## src/rtl/pipe_stage_skid.sv

```systemverilog
// pipe_stage_skid: valid/ready pipeline register with a one-entry skid
// buffer, flush, and bubble gating of the control field.
// Ports: clk, reset (sync, active-high), flush; in_valid/in_ready/in_ctrl/
// in_data upstream; out_valid/out_ready/out_ctrl/out_data downstream;
// occupancy (0..2); stall_cycles/bubble_cycles statistics.
// Optional statistics counters: define PIPE_STAGE_STATS_EN.
module pipe_stage_skid #(
    parameter int CTRL_W        = 8,
    parameter int DATA_W        = 112,
    parameter bit RESET_PAYLOAD = 1'b1
) (
    input  logic              clk,
    input  logic              reset,
    input  logic              flush,
    input  logic              in_valid,
    output logic              in_ready,
    input  logic [CTRL_W-1:0] in_ctrl,
    input  logic [DATA_W-1:0] in_data,
    output logic              out_valid,
    input  logic              out_ready,
    output logic [CTRL_W-1:0] out_ctrl,
    output logic [DATA_W-1:0] out_data,
    output logic [1:0]        occupancy,
    output logic [31:0]       stall_cycles,
    output logic [31:0]       bubble_cycles
);

    typedef enum logic [1:0] {
        S_EMPTY = 2'd0,
        S_HALF  = 2'd1,
        S_FULL  = 2'd3
    } state_e;

    state_e state_q, state_d;

    logic [CTRL_W-1:0] main_ctrl_q, main_ctrl_d;
    logic [CTRL_W-1:0] skid_ctrl_q, skid_ctrl_d;
    logic [DATA_W-1:0] main_data_q, main_data_d;
    logic [DATA_W-1:0] skid_data_q, skid_data_d;

    logic main_v;
    logic skid_v;
    logic accept;
    logic drain;

    // State encoding doubles as the two entry-valid bits.
    assign main_v = state_q[0];
    assign skid_v = state_q[1];

    assign in_ready  = !skid_v;
    assign out_valid = main_v;
    assign out_ctrl  = main_v ? main_ctrl_q : '0;
    assign out_data  = main_data_q;
    assign occupancy = {1'b0, main_v} + {1'b0, skid_v};

    assign accept = in_valid && in_ready;
    assign drain  = main_v && out_ready;

    always_comb begin
        state_d     = state_q;
        main_ctrl_d = main_ctrl_q;
        main_data_d = main_data_q;
        skid_ctrl_d = skid_ctrl_q;
        skid_data_d = skid_data_q;

        unique case (state_q)
            S_EMPTY: begin
                if (accept) begin
                    main_ctrl_d = in_ctrl;
                    main_data_d = in_data;
                    state_d     = S_HALF;
                end
            end
            S_HALF: begin
                unique case (1'b1)
                    drain && accept: begin
                        main_ctrl_d = in_ctrl;
                        main_data_d = in_data;
                    end
                    drain && !accept: begin
                        main_ctrl_d = '0;
                        state_d     = S_EMPTY;
                    end
                    !drain && accept: begin
                        skid_ctrl_d = in_ctrl;
                        skid_data_d = in_data;
                        state_d     = S_FULL;
                    end
                    default: ;
                endcase
            end
            S_FULL: begin
                // in_ready is low here, so only a drain can move data.
                if (drain) begin
                    main_ctrl_d = skid_ctrl_q;
                    main_data_d = skid_data_q;
                    skid_ctrl_d = '0;
                    state_d     = S_HALF;
                end
            end
            default: begin
                state_d = S_EMPTY;
            end
        endcase

        // Reset and flush both discard every entry, including a beat
        // accepted on this same edge.
        if (reset || flush) begin
            state_d     = S_EMPTY;
            main_ctrl_d = '0;
            skid_ctrl_d = '0;
            if (RESET_PAYLOAD) begin
                main_data_d = '0;
                skid_data_d = '0;
            end
        end
    end

    always_ff @(posedge clk) begin
        state_q     <= state_d;
        main_ctrl_q <= main_ctrl_d;
        main_data_q <= main_data_d;
        skid_ctrl_q <= skid_ctrl_d;
        skid_data_q <= skid_data_d;
    end

`ifdef PIPE_STAGE_STATS_EN
    logic [31:0] stall_q, stall_d;
    logic [31:0] bubble_q, bubble_d;

    always_comb begin
        stall_d  = stall_q;
        bubble_d = bubble_q;
        if (reset) begin
            stall_d  = '0;
            bubble_d = '0;
        end else begin
            if (main_v && !out_ready && stall_q != '1) begin
                stall_d = stall_q + 32'd1;
            end
            if (!main_v && bubble_q != '1) begin
                bubble_d = bubble_q + 32'd1;
            end
        end
    end

    always_ff @(posedge clk) begin
        stall_q  <= stall_d;
        bubble_q <= bubble_d;
    end

    assign stall_cycles  = stall_q;
    assign bubble_cycles = bubble_q;
`else
    assign stall_cycles  = '0;
    assign bubble_cycles = '0;
`endif

endmodule
```

## config.mk

```make
export PLATFORM = sky130hd
export DESIGN_NAME = pipe_stage_skid
export DESIGN_NICKNAME = d
export VERILOG_FILES = /design/src/rtl/pipe_stage_skid.sv
export SDC_FILE = /design/constraint.sdc
export NUM_CORES = 1
export LEC_CHECK = 0
export ABC_AREA = 1
export CORE_MARGIN = 3
export CORE_UTILIZATION = 35
export DETAILED_ROUTE_END_ITERATION = 8
export SLEW_MARGIN = 20
export SYNTH_ARGS = -nofsm -noshare
export SYNTH_HDL_FRONTEND = slang
export SYNTH_SLANG_ARGS = --single-unit
```

## constraint.sdc

```tcl
create_clock -name clk -period 2.46 [get_ports clk]
set_clock_uncertainty 0.15 [all_clocks]
set_input_delay 0.738 -clock clk [delete_from_list [all_inputs] [get_ports clk]]
set_output_delay 0.738 -clock clk [all_outputs]
set_load 0.02 [all_outputs]
```

* Yosys cells after proc, flatten, opt, wreduce, memory -nomap -nowiden
Cells that the tools add are included.
W data, S select, Z words.
** Word-level totals
- Register bits after elaboration :: 242
- Bits in latches :: 0
- Memory bits (writable) :: 0
- ROM bits :: 0
- Bits of input ports :: 125
- Output and inout bits :: 188
- Logic and storage cells :: 47
- Memories :: 0
** Cells by class
- Add/sub/neg operators :: 1
- Multiply operators :: 0
- Divide/modulo/power cells :: 0
- $lt $le $gt $ge :: 0
- Equality and inequality tests :: 8
- Shifts and indexed selects :: 0
- Multiplexer cells :: 16
- Bitwise logic cells :: 0
- Reduce and logical (&&, ||, !) cells :: 17
** Operators by type and width (number)
- $mux W112 :: 3
- $pmux W112 S3 :: 1
- $mux W8 :: 5
- $pmux W8 S2 :: 2
- $pmux W8 S3 :: 1
- $ne A2 B2 Y1 const B :: 4
- $reduce_and A4 Y1 :: 2
- $ne A3 B3 Y1 const B :: 2
- $pmux W2 S3 :: 1
- $reduce_and A3 Y1 :: 2
- $logic_and A1 B1 Y1 :: 5
- $mux W2 :: 2
- $pmux W2 S2 :: 1
- $logic_not A1 Y1 :: 3
- $reduce_bool A3 Y1 :: 1
- $add A1 B1 Y2 :: 1
- $eq A2 B1 Y1 const B :: 1
- $eq A2 B2 Y1 const B :: 1
- $logic_not A2 Y1 :: 1
- $reduce_and A2 Y1 :: 1
- $reduce_bool A2 Y1 :: 1
- $logic_or A1 B1 Y1 :: 1

* Logic depth before layout (Yosys ltp)
- Depth after elaboration :: 6
- Depth in mapped cells :: 12
- Depth with buffers taken out :: 11

* Worst setup path before layout
Ideal clock, no wire load.
- Path type :: register to output
- From :: register state_q[0]
- To :: output port occupancy[0]
- Arrival :: 1.293 ns
- Data required time :: 1.572 ns
- Setup slack :: 0.279 ns
- Cell stages (with the launch flop) :: 4
- Buffers on the path :: 1
- Cells stage by stage :: dfxtp_1 -> clkbuf_1 -> inv_1 -> ha_1
** On the way
- Word-level cells in the longest chain between the ends :: 1
** RTL lines
- from (decl) :: RTL line 34 : state_e state_q, state_d;
- from (signal assigned) :: RTL line 120 : state_q <= state_d;
- $add A1 B1 Y2 :: RTL line 54 : assign occupancy = {1'b0, main_v} + {1'b0, skid_v};
- to (decl) :: RTL line 23 : output logic [1:0] occupancy,
No other way between the ends.

* Worst setup path in the final report
- From :: register main_data_q[101] (netlist: out_data[101])
- To :: output port out_data[101]
** RTL lines
- from (decl) :: RTL line 38 : logic [DATA_W-1:0] main_data_q, main_data_d;
- from (signal assigned) :: RTL line 122 : main_data_q <= main_data_d;
- to (decl) :: RTL line 22 : output logic [DATA_W-1:0] out_data,
No word-level cell between the ends.

==> results.toml <==
[status]
status = "finished, final reports clean"

[setup_path]
end_kind = "output port"
crit_arrival_ns = 1.53
critPathTopFamily = "buffers and inverters"
critical_path_required_ns = 1.57
worstPathCellList = "clkdlybuf4s50_1"
worst-r2r-setup-slack_ns = 0.41
critPathMaxStageDelay_ns = 0.66
worstSetupStartpointType = "register"
cp_max_fo = 2
critical_path_buf_inv_count = 1
slowest_stage = "clkdlybuf4s50_1"
critical_path_class = "register to output port"

[synthesis]
ys_seq_area_share_pct = 42.7
synth-seq-cells = 242
avgSynthCellArea_sq_um = 6.31
synth_top_family_by_area = "simple AND/OR/NAND/NOR gates"
synthXorXnorAreaFrac_pct = 0
synth-simple-area-share_pct = 34.7
yosys_warnings = 0
synth_mux_area_share_pct = 0
synthCells = 1797
synth_compound_area_share_pct = 7.59
ys_types = 20
synthAdderAreaFrac_pct = 0.882
syn_area_sq_um = 11300

[clocking]
cts_buffer_depth = 3
cts_tree = "built"
cts-hold-fix-buffers = 0
htreeDepth = 1
ctsRootBufferMaster = "clkbuf_16"
cts_buffers = 28
insertion_delay_ns = 0.53
clk_pin_slew_ns = 0.06
cts_sinks = 242

[power]
ir_drop_mv = 0.509
leakagePower_nw = 7.04
powerDensity_nw_per_um2 = 721

[placed_design]
placed_cell_area_sq_um = 14200
dp_hpwl_mm = 20.3
gp_congestion = 0.773
io_buffers = 248

[die]
rows = 65
die_area_sq_um = 34600
chipHeight_um = 186
initial_core_util_pct = 35.8
design.core.area_sq_um = 31700
io_pins = 313
die_w_um = 186

[timing]
timing.fmax_mhz = 414
min_period_ns = 2.41
rsz0062_at_grt = "no"
tns_ns = 0
timing.final.hold_violations = 0
setup_viol = 0
worstMarginPinSlew_ns = 0.795
maxSlewViolCount = 0
period_share_pct = 98.1
relSlewSlack_pct = 47.0

[detailed_routing]
viasPerCell = 4.39
final_antenna_net_count = 0
drt_iter0_drc = 498
drc = 0
drt-pass1-iter-count = 4
wire_per_inst_um = 12.6
wl_mm = 30.8
num_vias = 10700

[layout]
fin_area_sq_um = 15200
regArea_sq_um = 4850
final_common_cell = "nand2_1"
multi_input_area_sq_um = 5160
fin_nets = 2144
layout_common_cells = "nand2_1 (576), nor2_1 (448), dfxtp_1 (241)"
drive_above_1_share_pct = 5.07
syn_to_final_growth_pct = 34.0
fillers = 3184

[global_routing]
antenna_found_initial = 3
grt_pass1_vias = 9810
grtUsageTotal_pct = 17.1
grt-ovfl-total = 0
grt_pass1_wl_mm = 48.8
grt_max_degree = 101

[worst_hold_path]
hold_class = "register to register"

[flow_run]
cap_viol_max_count = 0
[power by group]
| group | total (W) | switching (W) | internal (W) |
|---|---|---|---|
| logic | 0.00211 | 0.00125 | 0.000861 |
| registers | 0.00425 | 0.000119 | 0.00413 |
| clock network | 0.00460 | 0.00167 | 0.00293 |
[worst paths after layout]
path | start | endpoint | cells past startpoint
worst min-delay path | skid_data_q[56] | skid_data_q[56] | 2
worst min register to register | skid_data_q[56] | skid_data_q[56] | 2
worst max-delay path | out_data[101] | out_data[101] | 1
worst max register to register | state_q[0] | out_data[92] | 6
[metal layers]
layer | GRT usage, % | wire, um
met1 | 22.1 | 13900
met2 | 29.5 | 14400
met3 | 2.91 | 1730
met4 | 4.92 | 725
met5 | 0 | 0
[area by class of cell]
class / instances / share of cell area (%)
inverter: 167 / 4.15
multi-input combinational: 1283 / 34.0
timing repair buffer: 289 / 19.8
tap: 402 / 3.31
sequential: 242 / 31.9
clock inverter: 10 / 1.17
antenna: 3 / 0.0494
clock buffer: 41 / 5.66
[flip-flops by register name (all words and copies together) (netlist names)]
| register | flops |
|---|---|
| main_ctrl_q | 8 |
| out_data | 112 |
| skid_ctrl_q | 8 |
| skid_data_q | 112 |
| state_q | 2 |
[what timing repair did]
action / CTS / global route
resized for setup: 26 / 14
pin swaps: 0 / 0
endpoints found under the setup margin: 20 / 20
buffers inserted: 0 / 0
[stage by stage]
step / hold WS, ns / std cells / utilization (%) / setup WS (ns) / total power, W
floorplan: 0.305 / 1860 / - / 0.279 / 0.00569
global placement: 0.313 / 2383 / 44.6 / -0.213 / 0.00645
detailed placement: 0.321 / 2383 / 44.6 / -0.221 / 0.00648
CTS: 0.336 / 2434 / 47.8 / 0.00113 / 0.0111
global route: 0.354 / 2437 / 47.9 / 0.000448 / 0.0115
finish: 0.330 / 2437 / 47.9 / 0.0458 / 0.0110
[logic make-up after synthesis]
family,after synthesis
AO/OA/AOI/OAI,172
other,1
buffers and inverters,335
flip-flops,242
AND/OR/NAND/NOR,1039
adder cells (fa/ha/maj),8
[cells in the mapped netlist]
library cell	n	area (sq um)
o21ai_0	142	711
inv_1	164	616
o21ai_1	1	5.00
inv_2	3	11.3
dfxtp_1	242	4840
nor2_4	1	11.3
nand3_1	9	45.0
clkbuf_1	38	143
nand3_4	1	17.5
conb_1	1	3.75
buf_4	66	495
a21oi_1	29	145
ha_1	8	100
nand2_2	1	6.26
buf_1	3	11.3
nor2_2	2	12.5
buf_6	2	22.5
buf_2	59	295
nor2_1	448	1680
nand2_1	577	2170
Note: power is estimated with default switching activity, not from simulation.
